[config.mk]
export PLATFORM = sky130hd
export DESIGN_NAME = toggle_scheduler
export DESIGN_NICKNAME = d
export VERILOG_FILES = /design/src/rtl/toggle_scheduler.sv
export SDC_FILE = /design/constraint.sdc
export NUM_CORES = 1
export LEC_CHECK = 0
export BUFFER_PORTS_ARGS = -buffer_cell sky130_fd_sc_hd__buf_2
export CELL_PAD_IN_SITES_DETAIL_PLACEMENT = 1
export CELL_PAD_IN_SITES_GLOBAL_PLACEMENT = 2
export CORE_ASPECT_RATIO = 0.6
export CORE_MARGIN = 2
export CORE_UTILIZATION = 32
export CTS_CLUSTER_SIZE = 30
export DETAILED_ROUTE_END_ITERATION = 8
export PLACE_DENSITY_LB_ADDON = 0.12
export SYNTH_ARGS = -nofsm -noshare
export SYNTH_HDL_FRONTEND = slang
export SYNTH_SLANG_ARGS = --single-unit
[constraint.sdc]
create_clock -name clk -period 2.22 [get_ports clk]
set_input_delay 0.444 -clock clk [delete_from_list [all_inputs] [get_ports clk]]
set_output_delay 0.444 -clock clk [all_outputs]
set_load 0.05 [all_outputs]
[src/rtl/toggle_scheduler.sv]
// toggle_scheduler
//   Shares one simple_toggle between N_REQ requesters. A round-robin arbiter
//   grants one requester, then a sequencer drives en with a burst of
//   single-cycle pulses and checks that q inverts after every pulse.
//
// Ports
//   clk      rising-edge clock
//   reset    asynchronous, active-high reset
//   req      per-requester request level, held until that requester's done
//   req_len  pulse count per requester, requester i at [i*CNT_W +: CNT_W]
//   gnt      one-hot grant, high for the whole burst including the done cycle
//   done     one-cycle pulse on the granted bit at the end of the burst
//   busy     high whenever the sequencer is not idle
//   en       registered enable to simple_toggle
//   q        simple_toggle output
//   err      sticky flag: q failed to invert after a pulse
module toggle_scheduler #(
  parameter int N_REQ = 4,
  parameter int CNT_W = 4,
  parameter int GAP   = 1
) (
  input  logic                   clk,
  input  logic                   reset,
  input  logic [N_REQ-1:0]       req,
  input  logic [N_REQ*CNT_W-1:0] req_len,
  output logic [N_REQ-1:0]       gnt,
  output logic [N_REQ-1:0]       done,
  output logic                   busy,
  output logic                   en,
  input  logic                   q,
  output logic                   err
);

  localparam int PTR_W = $clog2(N_REQ);
  localparam int GAP_W = (GAP < 2) ? 1 : $clog2(GAP);

  typedef enum logic [1:0] {S_IDLE, S_PULSE, S_GAP, S_DONE} state_t;

  state_t             state;
  logic [PTR_W-1:0]   ptr;
  logic [PTR_W-1:0]   gnt_idx;
  logic [CNT_W-1:0]   cnt;
  logic [GAP_W-1:0]   gap_cnt;
  logic               q_ref;
  logic               chk_pending;

  logic               pick_valid;
  logic [PTR_W-1:0]   pick_idx;
  logic [CNT_W-1:0]   pick_len;

  // Round-robin pick: first set request at or after ptr, wrapping. Scanning
  // offsets from the far end down lets the nearest one overwrite the others.
  always_comb begin
    pick_valid = 1'b0;
    pick_idx   = '0;
    for (int k = N_REQ - 1; k >= 0; k--) begin
      if (req[(int'(ptr) + k) % N_REQ]) begin
        pick_valid = 1'b1;
        pick_idx   = PTR_W'((int'(ptr) + k) % N_REQ);
      end
    end
  end

  assign pick_len = req_len[int'(pick_idx)*CNT_W +: CNT_W];

  // Sequencer. A normal burst enters DONE with done already set, so DONE
  // lasts one cycle. A zero-length grant enters DONE with done clear and
  // spends one extra cycle there, giving the requester a grant cycle of its
  // own before the done pulse.
  always_ff @(posedge clk or posedge reset) begin
    if (reset) begin
      state   <= S_IDLE;
      ptr     <= '0;
      gnt_idx <= '0;
      cnt     <= '0;
      gap_cnt <= '0;
      gnt     <= '0;
      done    <= '0;
      busy    <= 1'b0;
      en      <= 1'b0;
    end else begin
      done <= '0;
      en   <= 1'b0;
      case (state)
        S_IDLE: begin
          if (pick_valid) begin
            gnt     <= {{(N_REQ-1){1'b0}}, 1'b1} << pick_idx;
            gnt_idx <= pick_idx;
            busy    <= 1'b1;
            cnt     <= pick_len;
            if (pick_len != '0) begin
              en    <= 1'b1;
              state <= S_PULSE;
            end else begin
              state <= S_DONE;
            end
          end
        end
        S_PULSE: begin
          // cnt is at least 1 here, so the decrement never wraps.
          cnt <= cnt - CNT_W'(1);
          if (cnt == CNT_W'(1)) begin
            done  <= gnt;
            state <= S_DONE;
          end else if (GAP > 0) begin
            gap_cnt <= GAP_W'(GAP - 1);
            state   <= S_GAP;
          end else begin
            en <= 1'b1;
          end
        end
        S_GAP: begin
          if (gap_cnt == '0) begin
            en    <= 1'b1;
            state <= S_PULSE;
          end else begin
            gap_cnt <= gap_cnt - GAP_W'(1);
          end
        end
        S_DONE: begin
          if (done == '0) begin
            done <= gnt;
          end else begin
            gnt   <= '0;
            busy  <= 1'b0;
            ptr   <= (gnt_idx == PTR_W'(N_REQ - 1)) ? '0 : gnt_idx + PTR_W'(1);
            state <= S_IDLE;
          end
        end
        default: state <= S_IDLE;
      endcase
    end
  end

  // Toggle check: q seen during a pulse is the reference, and on the cycle
  // after the pulse q must be its inverse. Runs independently of the state
  // so a check still pending while in DONE is evaluated too.
  always_ff @(posedge clk or posedge reset) begin
    if (reset) begin
      q_ref       <= 1'b0;
      chk_pending <= 1'b0;
      err         <= 1'b0;
    end else begin
      chk_pending <= en;
      if (en) begin
        q_ref <= q;
      end
      if (chk_pending && (q == q_ref)) begin
        err <= 1'b1;
      end
    end
  end

endmodule

## Word-level counts from Yosys, hierarchy flattened

Cells that the tools add are included.

- Register bits after elaboration: 24
- Bits of input ports: 23

- Add/sub/neg operators: 6
- Order comparisons: 4
- Eq/ne operators: 10
- Shifts and indexed selects: 2
- Mux-type cells: 43
- Bitwise gates (word level): 4
- Reduce and logical (&&, ||, !) cells: 17

Operators with widths:

| cell | number |
|---|---|
| one-hot mux 4 bit (2 select lines) | 3 |
| 2-to-1 mux 1 bit | 19 |
| 2-to-1 mux 2 bit | 9 |
| 2-to-1 mux 4 bit | 4 |
| indexed part select 16 x 5 -> 4 bit | 1 |
| less-than comparator 3 x 4 -> 1 bit, second input constant | 3 |
| AND reduction 2 bit | 5 |
| binary-select mux 1 bit (select 2 bit) | 4 |
| != test 2 bit, second input constant | 4 |
| one-hot mux 2 bit (4 select lines) | 1 |
| == test 2 bit, second input constant | 3 |
| one-hot mux 1 bit (2 select lines) | 3 |
| AND reduction 3 bit | 2 |
| nonzero test 2 bit | 3 |
| OR reduction 2 bit | 3 |
| adder 2 x 1 -> 2 bit, second input constant | 2 |
| adder 2 bit, second input constant | 2 |
| == test 4 x 1 -> 1 bit, second input constant | 1 |
| zero test 4 bit | 1 |
| nonzero test 4 bit | 1 |
| << shifter 1 x 2 -> 4 bit, first input constant | 1 |
| subtractor 4 x 1 -> 4 bit, second input constant | 1 |
| bitwise AND 1 bit, first input constant | 3 |
| less-than comparator 2 x 3 -> 1 bit, second input constant | 1 |
| other kinds (6) | 6 |

## Longest topological paths before layout

Gate-level depths: netlist of the first run.

- Depth after elaboration: 15
- Mapped depth: 8
- Gate-level depth less buffers: 7

## Least setup slack after synthesis of the first run

No wires, ideal clock.

- Kind: input-to-reg
- Start point: input req[2]
- End point: register en
- Setup time: 0.119 ns
- Data arrival time: 1.799 ns
- Setup slack: 0.302 ns
- Stages: 7
- Cell sequence: nor2b_1 > nor3b_1 > o22ai_2 > mux2_2 > nor3b_1 > o2111ai_1 > and2_1

- Cells in the longest elaborated chain, start to end: 12

RTL lines:

| what | RTL line | source |
|---|---|---|
| start: declaration | 24 | `input logic [N_REQ-1:0] req,` |
| binary-select mux 1 bit (select 2 bit) | 57 | `if (req[(int'(ptr) + k) % N_REQ]) begin` |
| 2-to-1 mux 1 bit (not written as such) (2 in series) | 57 |  |
| 2-to-1 mux 2 bit (4 in series) | 57 |  |
| indexed part select 16 x 5 -> 4 bit | 64 | `assign pick_len = req_len[int'(pick_idx)*CNT_W +: CNT_W];` |
| nonzero test 4 bit | 91 | `if (pick_len != '0) begin` |
| 2-to-1 mux 1 bit | 91 |  |
| 2-to-1 mux 1 bit * | 86 | `if (pick_valid) begin` |
| one-hot mux 1 bit (2 select lines) * | 84 | `case (state)` |
| end signal: assignment | 80 | `en <= 1'b0;` |
| end signal: assignment | 83 | `en <= 1'b0;` |
| end signal: assignment | 92 | `en <= 1'b1;` |
| end: declaration | 29 | `output logic en,` |

Mark *: on every way between the ends. The rest lies on a longest branch, timed or not. The select of a mux whose other input is x is not followed.
A chain may end at the register's enable or synchronous reset.

## Worst setup path after layout of the first run

- Start point: register ptr[0]
- End point: register en

- Cells in the longest elaborated chain, start to end: 13

RTL lines:

| what | RTL line | source |
|---|---|---|
| start: declaration | 40 | `logic [PTR_W-1:0] ptr;` |
| start signal: assignment | 126 | `ptr <= (gnt_idx == PTR_W'(N_REQ - 1)) ? '0 : gnt_idx + PTR_W'(1);` |
| adder 2 bit | 57, 59 |  |
| binary-select mux 1 bit (select 2 bit) | 57 |  |
| 2-to-1 mux 1 bit (not written as such) (2 in series) | 57 |  |
| 2-to-1 mux 2 bit (4 in series) | 57 |  |
| indexed part select 16 x 5 -> 4 bit | 64 |  |
| nonzero test 4 bit | 91 |  |
| 2-to-1 mux 1 bit | 91 |  |
| 2-to-1 mux 1 bit * | 86 |  |
| one-hot mux 1 bit (2 select lines) * | 84 |  |

Marked as above.

==> results.ini, run 1 <==
[outcome]
status=finished, final reports clean

[finish]
multiInputGateArea_um2=628.1
synthToLayoutAreaGrowth_pct=24.42
final_area_um2=1549
nNetsFinal=182
drive_gt1_share_pct=36.77
fin_util_pct=41.85
final_cells=202
seq_area_um2=575.6
antenna_cells=0
n_fill_cell=443

[placement]
place_area_um2=1480
pre_cts_ws_ns=-0.09752
hpwl_um=2493
place_inst=195
gp_congestion=0.8447
placement.io_buffers=33

[worst_setup_path]
critPathSlowestCell=dfrtp_1
end_kind=flip-flop
slowest_delay_ns=0.42
critPathArrivalTime_ns=2.24
critical_path_class=flip-flop to flip-flop
cpMostUsedCell=nor3b_1
cpLargestDelayFamily=simple AND/OR/NAND/NOR gates
required_ns=2.38
start_kind=flip-flop
crit_buf_inv=0
cp_max_fo=5
crit_chain=nor2b_1, nor3b_1, o22ai_2, mux2_2, nor3b_1, o2111ai_1, and2_1

[synthesis]
netlist_area_um2=1245
synth_ff_type=dfrtp_1
netlist_top_cells_count=23 x dfrtp_1, 12 x nand2_1, 7 x mux2_2, 7 x mux2i_1
synthTopCellsByArea=dfrtp_1 46%, mux2_2 6.3%, mux2i_1 5.6%
synth_top_area_share_pct=46.23
syn-num-nets=140
synth_most_common_cell=dfrtp_1
avgSynthCellArea_um2=10.92
seq_area_frac_synth_pct=46.23
synth-async-reset-ratio_pct=100.0
synth-seq-cells=23
yosysWarningCount=0
synth-edff-count=0
yosysUniqueCellTypes=39
synth_cells=114
yosysTopAreaCell=dfrtp_1

[drt]
drt_iter0_drc=38
vias=1022
drc=0
wl_met2_um=1297
ant_nets=0
wl_met1_um=1622
dr_wl_met3_um=146
top_layer=met4
viasPerCell=5.059
avgRoutedWirePerCell_um=15.32
wl_um=3094
firstDrtPassIters=4

[sta]
hold_violations=0
slew_violations=0
worst_pin_slew_ns=0.4757
fin_setup_tns_ns=0
relSlewSlack_pct=68.28
fin_ws_ns=0.1459
holdWs_ns=0.2018
fmax_mhz=482.1
clock_skew_ns=0.003282
finalSetupViolCount=0
layout_min_cycle_time_ns=2.074
min_period_over_period_pct=93.43

[floorplan]
fp.dieArea_um2=4422
ios=34
dieHeight_um=52.32
start_util_pct=33.64
chipWidth_um=84.53
rows=17
core_area_um2=3701

[cts]
cts_buffer_depth=2
clock_sinks=23
root_buffer=clkbuf_8
clk_latency_ns=0.27
hold_buffers=0
postCtsSetupRepairBufs=0
cts_buffers=3
clk_pin_slew_ns=0.09
cts_htree_levels=1
cts_tree=built
ctsResizeCount=0

[power]
total_power_mw=2.136
internal_power_mw=1.165
combinationalPowerShare_pct=51.3
power.share.sequential_pct=36.3
clockPowerShare_pct=12.4
power_leakage_nw=0.7484
peakVddDrop_mv=0.6807
swShare_pct=45.44
powerDensity_nw_per_um2=1379
power_switching_mw=0.9705

[flow_run]
cap_viol_max_count=0

[global_routing]
overflow=0
grt_pass1_wl_um=5471
grt_usage_pct=16.28
grt_pass1_vias=1094
grt_max_degree=24
antenna_found_initial=0

[min_path]
hold_path_class=input port to asynchronous set/reset pin

-- per-layer routing --
| layer | GRT usage [%] | vias up |
|---|---|---|
| li1 | - | 507 |
| met1 | 22.97 | 486 |
| met2 | 25.20 | 27 |
| met3 | 3.622 | 2 |
| met4 | 4.762 | 0 |
| met5 | 0 | - |
-- power by group through the flow --
stage	registers, mW	logic, mW	clock network [mW]
floorplan	0.893	0.680	0
finish	0.776	1.10	0.265
CTS	0.779	1.08	0.273
global route	0.806	1.22	0.300
global placement	0.770	1.05	0
detailed placement	0.787	1.08	0
-- path summary, 6_finish.rpt --
check / cells after the start / end / from / slack [ns]
setup / recovery: 7 / en / ptr[0] / 0.15
hold / removal: 3 / busy / reset / 0.20
setup reg to reg: 7 / en / ptr[0] / 0.15
hold reg to reg: 0 / chk_pending / en / 0.43
max in group asynchronous: 3 / ptr[1] / reset / 1.79
min in group clk: 0 / chk_pending / en / 0.43
-- cell usage in the layout (no fill, tap or decap), drive strengths merged, types with 2 or more instances in the layout --
master and instances:
buf 40, dfrtp 23, nand2 12, mux2 7
mux2i 7, inv 6, and2 5, o21ai 5
nor2b 4, nor2 3, nor3 3, o31ai 3
a21oi 3, ha 3, clkbuf 3, or4 2
nand3 2, nor3b 2, o22a 2, a32o 2
-- final cells by class --
type                       count  share of cell area (%)
tap                           47                   3.796
inverter                       6                   1.454
clock inverter                 1                  0.3231
sequential                    23                   37.16
clock buffer                   3                   2.666
multi-input combinational     82                   40.55
timing repair buffer          40                   14.05
-- kinds of logic (layout without fill, tap and decap cells) --
family | Yosys count | in the layout | synth area share, %
simple gates | 37 | 37 | 15.68
fa+ha+maj | 3 | 3 | 3.015
xor+xnor | 1 | 1 | 0.7036
buf+inv | 9 | 50 | 3.317
compound gates | 27 | 27 | 19.10
mux | 14 | 14 | 11.96
flops | 23 | 23 | 46.23
-- sequential cells by signal (all words and copies together) (netlist names) --
signal / count
state: 2
err: 1
cnt: 4
gnt: 4
q_ref: 1
en: 1
chk_pending: 1
done: 4
ptr: 2
gnt_idx: 2
busy: 1
-- tightest hold or removal path: stages --
cell	delay [ns]
buf_2	0.09
inv_1	0.04
buf_4	0.28
Power figures use the tool's default switching activity.
==> run 2: changes to the inputs <==
- CELL_PAD_IN_SITES_DETAIL_PLACEMENT: 1 -> unset
- CELL_PAD_IN_SITES_GLOBAL_PLACEMENT: 2 -> unset
- CORE_UTILIZATION: 32 -> 51
==> run 2 against run 1 <==
  * Register-to-register slack hardly changed
  * Critical path depth stayed put
  * Utilization is 25 points higher
  * Hold slack better by 0.0029 ns
  * First-iteration DRC count is 82% higher
  * Sequential share of layout area is 1.1 points higher
==> results.ini, run 2 (synthesized netlist as in run 1, its figures left out) <==
[finish]
layout_common_cells=33 x buf_2, 23 x dfrtp_1, 12 x nand2_1  ; unchanged
nNetsFinal=179  ; was 182
fin_util_pct=67.06  ; was 41.85%
final_common_cell=buf_2  ; unchanged
drive_gt1_share_pct=35.53  ; was 36.77%
largestRegisters=cnt x4, done x4, gnt x4  ; unchanged
final_area_um2=1505  ; was 1549 um^2
antenna_cells=0  ; unchanged
synthToLayoutAreaGrowth_pct=20.90  ; was 24.42%

[min_path]
hold_path_class=input port to asynchronous set/reset pin  ; unchanged

[sta]
finalSetupViolCount=0  ; unchanged
fmax_mhz=480.9  ; was 482.1 MHz
min_period_over_period_pct=93.67  ; was 93.43%
layout_min_cycle_time_ns=2.080  ; was 2.074 ns
relSlewSlack_pct=67.60  ; was 68.28%
slew_violations=0  ; unchanged
fin_setup_tns_ns=0  ; unchanged
worst_pin_slew_ns=0.4809  ; was 0.4757 ns
rsz0062_at_grt=false
hold_violations=0  ; unchanged
clock_skew_ns=0.005471  ; was 0.003282 ns

[global_routing]
top_usage_layer=met2  ; unchanged
grt_usage_pct=22.41  ; was 16.28%
grt_pass1_vias=1002  ; was 1094
grt_pass1_wl_um=4754  ; was 5471 um
use_met1_pct=31.71  ; was 22.97%
overflow=0  ; unchanged
met3_usage_pct=5.914  ; was 3.622%
grt_max_degree=24  ; unchanged
met2_usage_pct=35.69  ; was 25.20%
antenna_found_initial=0  ; unchanged

[floorplan]
rows=13  ; was 17
start_util_pct=55.46  ; was 33.64%
ios=34  ; unchanged
chipWidth_um=67.79  ; was 84.53 um
core_area_um2=2245  ; was 3701 um^2
dieHeight_um=42.27  ; was 52.32 um
fp.dieArea_um2=2865  ; was 4422 um^2

[placement]
gp_congestion=0.8565  ; was 0.8447
placement.io_buffers=33  ; unchanged
hpwl_um=2161  ; was 2493 um
place_area_um2=1459  ; was 1480 um^2

[worst_setup_path]
r2r_start=ptr[0]  ; unchanged
end_kind=flip-flop  ; unchanged
critPathArrivalTime_ns=2.24  ; about the same
critical_path_class=flip-flop to flip-flop  ; unchanged
required_ns=2.38  ; about the same
timing.rr.end=en  ; unchanged
start_kind=flip-flop  ; unchanged
cp_max_fo=6  ; was 5
rr_worst_depth=7  ; unchanged
regToRegSetupSlack_ns=0.14  ; was 0.15 ns

[drt]
wl_um=2806  ; was 3094 um
vias=1013  ; was 1022
avgRoutedWirePerCell_um=15.42  ; was 15.32 um
drt_iter0_drc=69  ; was 38
viasPerCell=5.566  ; was 5.059
firstDrtPassIters=4  ; unchanged
drc=0  ; unchanged
ant_nets=0  ; unchanged

[cts]
root_buffer=clkbuf_8  ; unchanged
clock_sinks=23  ; unchanged
cts_tree=built  ; unchanged
hold_buffers=0  ; unchanged
cts_buffers=3  ; unchanged
clk_pin_slew_ns=0.08  ; was 0.09 ns
cts_buffer_depth=2  ; unchanged
clk_latency_ns=0.26  ; was 0.27 ns
cts_htree_levels=1  ; unchanged
postCtsSetupRepairBufs=0  ; unchanged
ctsResizeCount=0  ; unchanged

[flow_run]
cap_viol_max_count=0  ; unchanged

[outcome]
status=finished, final reports clean  ; unchanged

[power]
total_power_mw=2.092  ; was 2.136 mW
power_leakage_nw=0.7342  ; was 0.7484 nW
peakVddDrop_mv=0.8003  ; was 0.6807 mV
powerDensity_nw_per_um2=1390  ; was 1379 nW/um^2

run 2: cell types whose count changed in the layout (fill, tap and decap cells not counted):
cell   previous run  this run
buf_4             7         4
run 2: worst max path at each step:
stage,startpoint,end,cells past startpoint
floorplan,req[2],en,7
global placement,req[2],cnt[3],9
detailed placement,req[2],en,8
CTS,ptr[0],en,7
global route,ptr[0],en,7
finish,ptr[0],en,7
run 2: critical path, stage by stage, from the launching register on:
cell and delay [ns]:
dfrtp_1 0.42, nor2b_1 0.26, nor3b_1 0.11, o22ai_2 0.28, mux2_2 0.40, nor3_1 0.18, o2111ai_1 0.17, and2_1 0.16
run 2: through the flow:
step	setup slack (ns)	instances	hold WS (ns)
after floorplan	0.3017	114	0.4259
after global placement	0.1054	178	0.3937
after detailed placement	0.02772	178	0.4054
after CTS	0.1454	182	0.2116
after global routing	0.01208	182	0.2432
final	0.1404	182	0.2048
run 2: layer usage:
layer  wire (um)  share of wire, %
met4          10              0.36
met3         268               9.6
met1        1279                46
met2        1247                44
met5           0                 0
run 2: cell type report:
| cell class | count | area [um^2] |
|---|---|---|
| fillers | 178 | 739.5 |
| multi-input cells | 82 | 628.1 |
| flip-flops and latches | 23 | 575.6 |
| repair buffers | 37 | 195.2 |
| clock inverters | 1 | 5.005 |
| clock buffers | 3 | 41.29 |
| inverters | 6 | 22.52 |
| well taps | 30 | 37.54 |
run 2: report_power, final:
group | switching, mW | internal [mW] | total [mW]
logic | 0.642 | 0.429 | 1.07
registers | 0.176 | 0.587 | 0.763
clock network | 0.133 | 0.125 | 0.258
==> run 3: changes to the inputs <==
==> constraint.sdc (replaced) <==
create_clock -name clk -period 2.22 [get_ports clk]
set_input_delay 0.111 -clock clk [delete_from_list [all_inputs] [get_ports clk]]
set_output_delay 0.111 -clock clk [all_outputs]
set_load 0.05 [all_outputs]
==> run 3 against run 2 <==
  * Sequential power is 0.5% lower
  * Critical endpoint unchanged
  * Global-route usage is 0.43 points lower
  * First-iteration DRC count is 17% lower
  * Maximum frequency is 1.1% higher
  * Highest routed layer unchanged
==> results.ini, run 3 (synthesized netlist as in run 1, its figures left out) <==
[global_routing]
grt_max_degree=24  ; unchanged
antenna_found_initial=0  ; unchanged
grt_usage_pct=21.97  ; was 22.41%
overflow=0  ; unchanged
grt_pass1_wl_um=4595  ; was 4754 um
grt_pass1_vias=1030  ; was 1002

[drt]
drc=0  ; unchanged
vias=1022  ; was 1013
avgRoutedWirePerCell_um=14.92  ; was 15.42 um
wl_um=2686  ; was 2806 um
firstDrtPassIters=4  ; unchanged
drt_iter0_drc=57  ; was 69
ant_nets=0  ; unchanged
viasPerCell=5.678  ; was 5.566

[cts]
cts_htree_levels=1  ; unchanged
clk_latency_ns=0.26  ; about the same
postCtsSetupRepairBufs=0  ; unchanged
ctsResizeCount=0  ; unchanged
cts_buffers=3  ; unchanged
clk_pin_slew_ns=0.08  ; about the same
root_buffer=clkbuf_8  ; unchanged
cts_tree=built  ; unchanged
hold_buffers=0  ; unchanged
clock_sinks=23  ; unchanged
cts_buffer_depth=2  ; unchanged

[worst_setup_path]
end_kind=flip-flop  ; unchanged
critPathArrivalTime_ns=2.22  ; was 2.24 ns
cp_max_fo=6  ; unchanged
required_ns=2.38  ; about the same
critical_path_class=flip-flop to flip-flop  ; unchanged
start_kind=flip-flop  ; unchanged

[placement]
place_inst=176  ; was 178
place_area_um2=1444  ; was 1459 um^2
hpwl_um=2157  ; was 2161 um
gp_congestion=0.8773  ; was 0.8565
placement.io_buffers=33  ; unchanged

[outcome]
status=finished, final reports clean  ; unchanged

[sta]
relSlewSlack_pct=43.47  ; was 67.60%
clock_skew_ns=0.001500  ; was 0.005471 ns
worst_pin_slew_ns=0.8470  ; was 0.4809 ns
fin_setup_tns_ns=0  ; unchanged
hold_violations=0  ; unchanged
holdWs_ns=0.006410  ; was 0.2048 ns
min_period_over_period_pct=92.65  ; was 93.67%
finalSetupViolCount=0  ; unchanged
rsz0062_at_grt=false  ; unchanged
slew_violations=0  ; unchanged
fmax_mhz=486.2  ; was 480.9 MHz
layout_min_cycle_time_ns=2.057  ; was 2.080 ns

[floorplan]
fp.dieArea_um2=2865  ; unchanged
chipWidth_um=67.79  ; unchanged
dieHeight_um=42.27  ; unchanged
core_area_um2=2245  ; unchanged
ios=34  ; unchanged
rows=13  ; unchanged
start_util_pct=55.46  ; unchanged

[finish]
final_area_um2=1490  ; was 1505 um^2
nNetsFinal=177  ; was 179
antenna_cells=0  ; unchanged
synthToLayoutAreaGrowth_pct=19.70  ; was 20.90%
final_cells=180  ; was 182
largestRegisters=cnt x4, done x4, gnt x4  ; unchanged
drive_gt1_share_pct=34.67  ; was 35.53%
layout_common_cells=33 x buf_2, 23 x dfrtp_1, 12 x nand2_1  ; unchanged
n_fill_cell=181  ; was 178
seq_area_um2=575.6  ; unchanged
final_common_cell=buf_2  ; unchanged
multiInputGateArea_um2=628.1  ; unchanged

[flow_run]
cap_viol_max_count=0  ; unchanged

[power]
power_leakage_nw=0.7247  ; was 0.7342 nW
total_power_mw=2.082  ; was 2.092 mW
powerDensity_nw_per_um2=1397  ; was 1390 nW/um^2
peakVddDrop_mv=0.8741  ; was 0.8003 mV

[min_path]
hold_path_class=input port to asynchronous set/reset pin  ; unchanged

[run 3: cell count changes in the layout (fill, tap and decap cells not counted)]
cell	before	now
buf_4	4	2
[run 3: layer usage]
| metal | up-vias | GRT usage [%] | wire (um) |
|---|---|---|---|
| met3 | 6 | 6.452 | 215 |
| li1 | 492 | - | - |
| met4 | 0 | 9.600 | 50 |
| met5 | - | 0 | 0 |
| met1 | 486 | 29.72 | 1249 |
| met2 | 38 | 32.75 | 1171 |
[run 3: layout make-up]
cell class                      instances  area share, %
Tap cell                               30          2.519
Inverter                                6          1.511
Timing Repair Buffer                   35          12.09
Sequential cell                        23          38.62
Clock inverter                          1         0.3359
Multi-Input combinational cell         82          42.15
Clock buffer                            3          2.771
[run 3: stage by stage]
stage                     setup WS, ns  utilization (%)
after CTS                       0.1764            66.39
after floorplan                 0.3835                -
final                           0.1632            66.39
after detailed placement        0.2001            64.33
after global placement          0.2780            64.33
after global routing           0.03166            66.39
[run 3: worst paths after layout]
kind                         from           to  slack (ns)  depth (start not counted)
min in group clk                q        q_ref        0.11                          2
setup reg to reg           ptr[0]           en        0.16                          7
setup / recovery           ptr[0]           en        0.16                          7
max in group asynchronous   reset       ptr[1]        1.69                          2
hold / removal              reset       cnt[3]       0.006                          2
hold reg to reg                en  chk_pending        0.42                          0
[run 3: worst max-delay path, stage by stage (launching register included)]
cell,delay [ns]
dfrtp_1,0.42
nor2b_1,0.25
nor3b_1,0.11
o22ai_2,0.29
mux2_2,0.40
nor3b_1,0.19
o2111ai_1,0.14
and2_1,0.16
[run 3: report_power, final]
part           switching (mW)  internal (mW)  leakage (nW)
registers               0.172          0.587         0.280
logic                   0.645          0.421         0.419
clock network           0.131          0.125        0.0255
total                   0.949           1.13         0.725
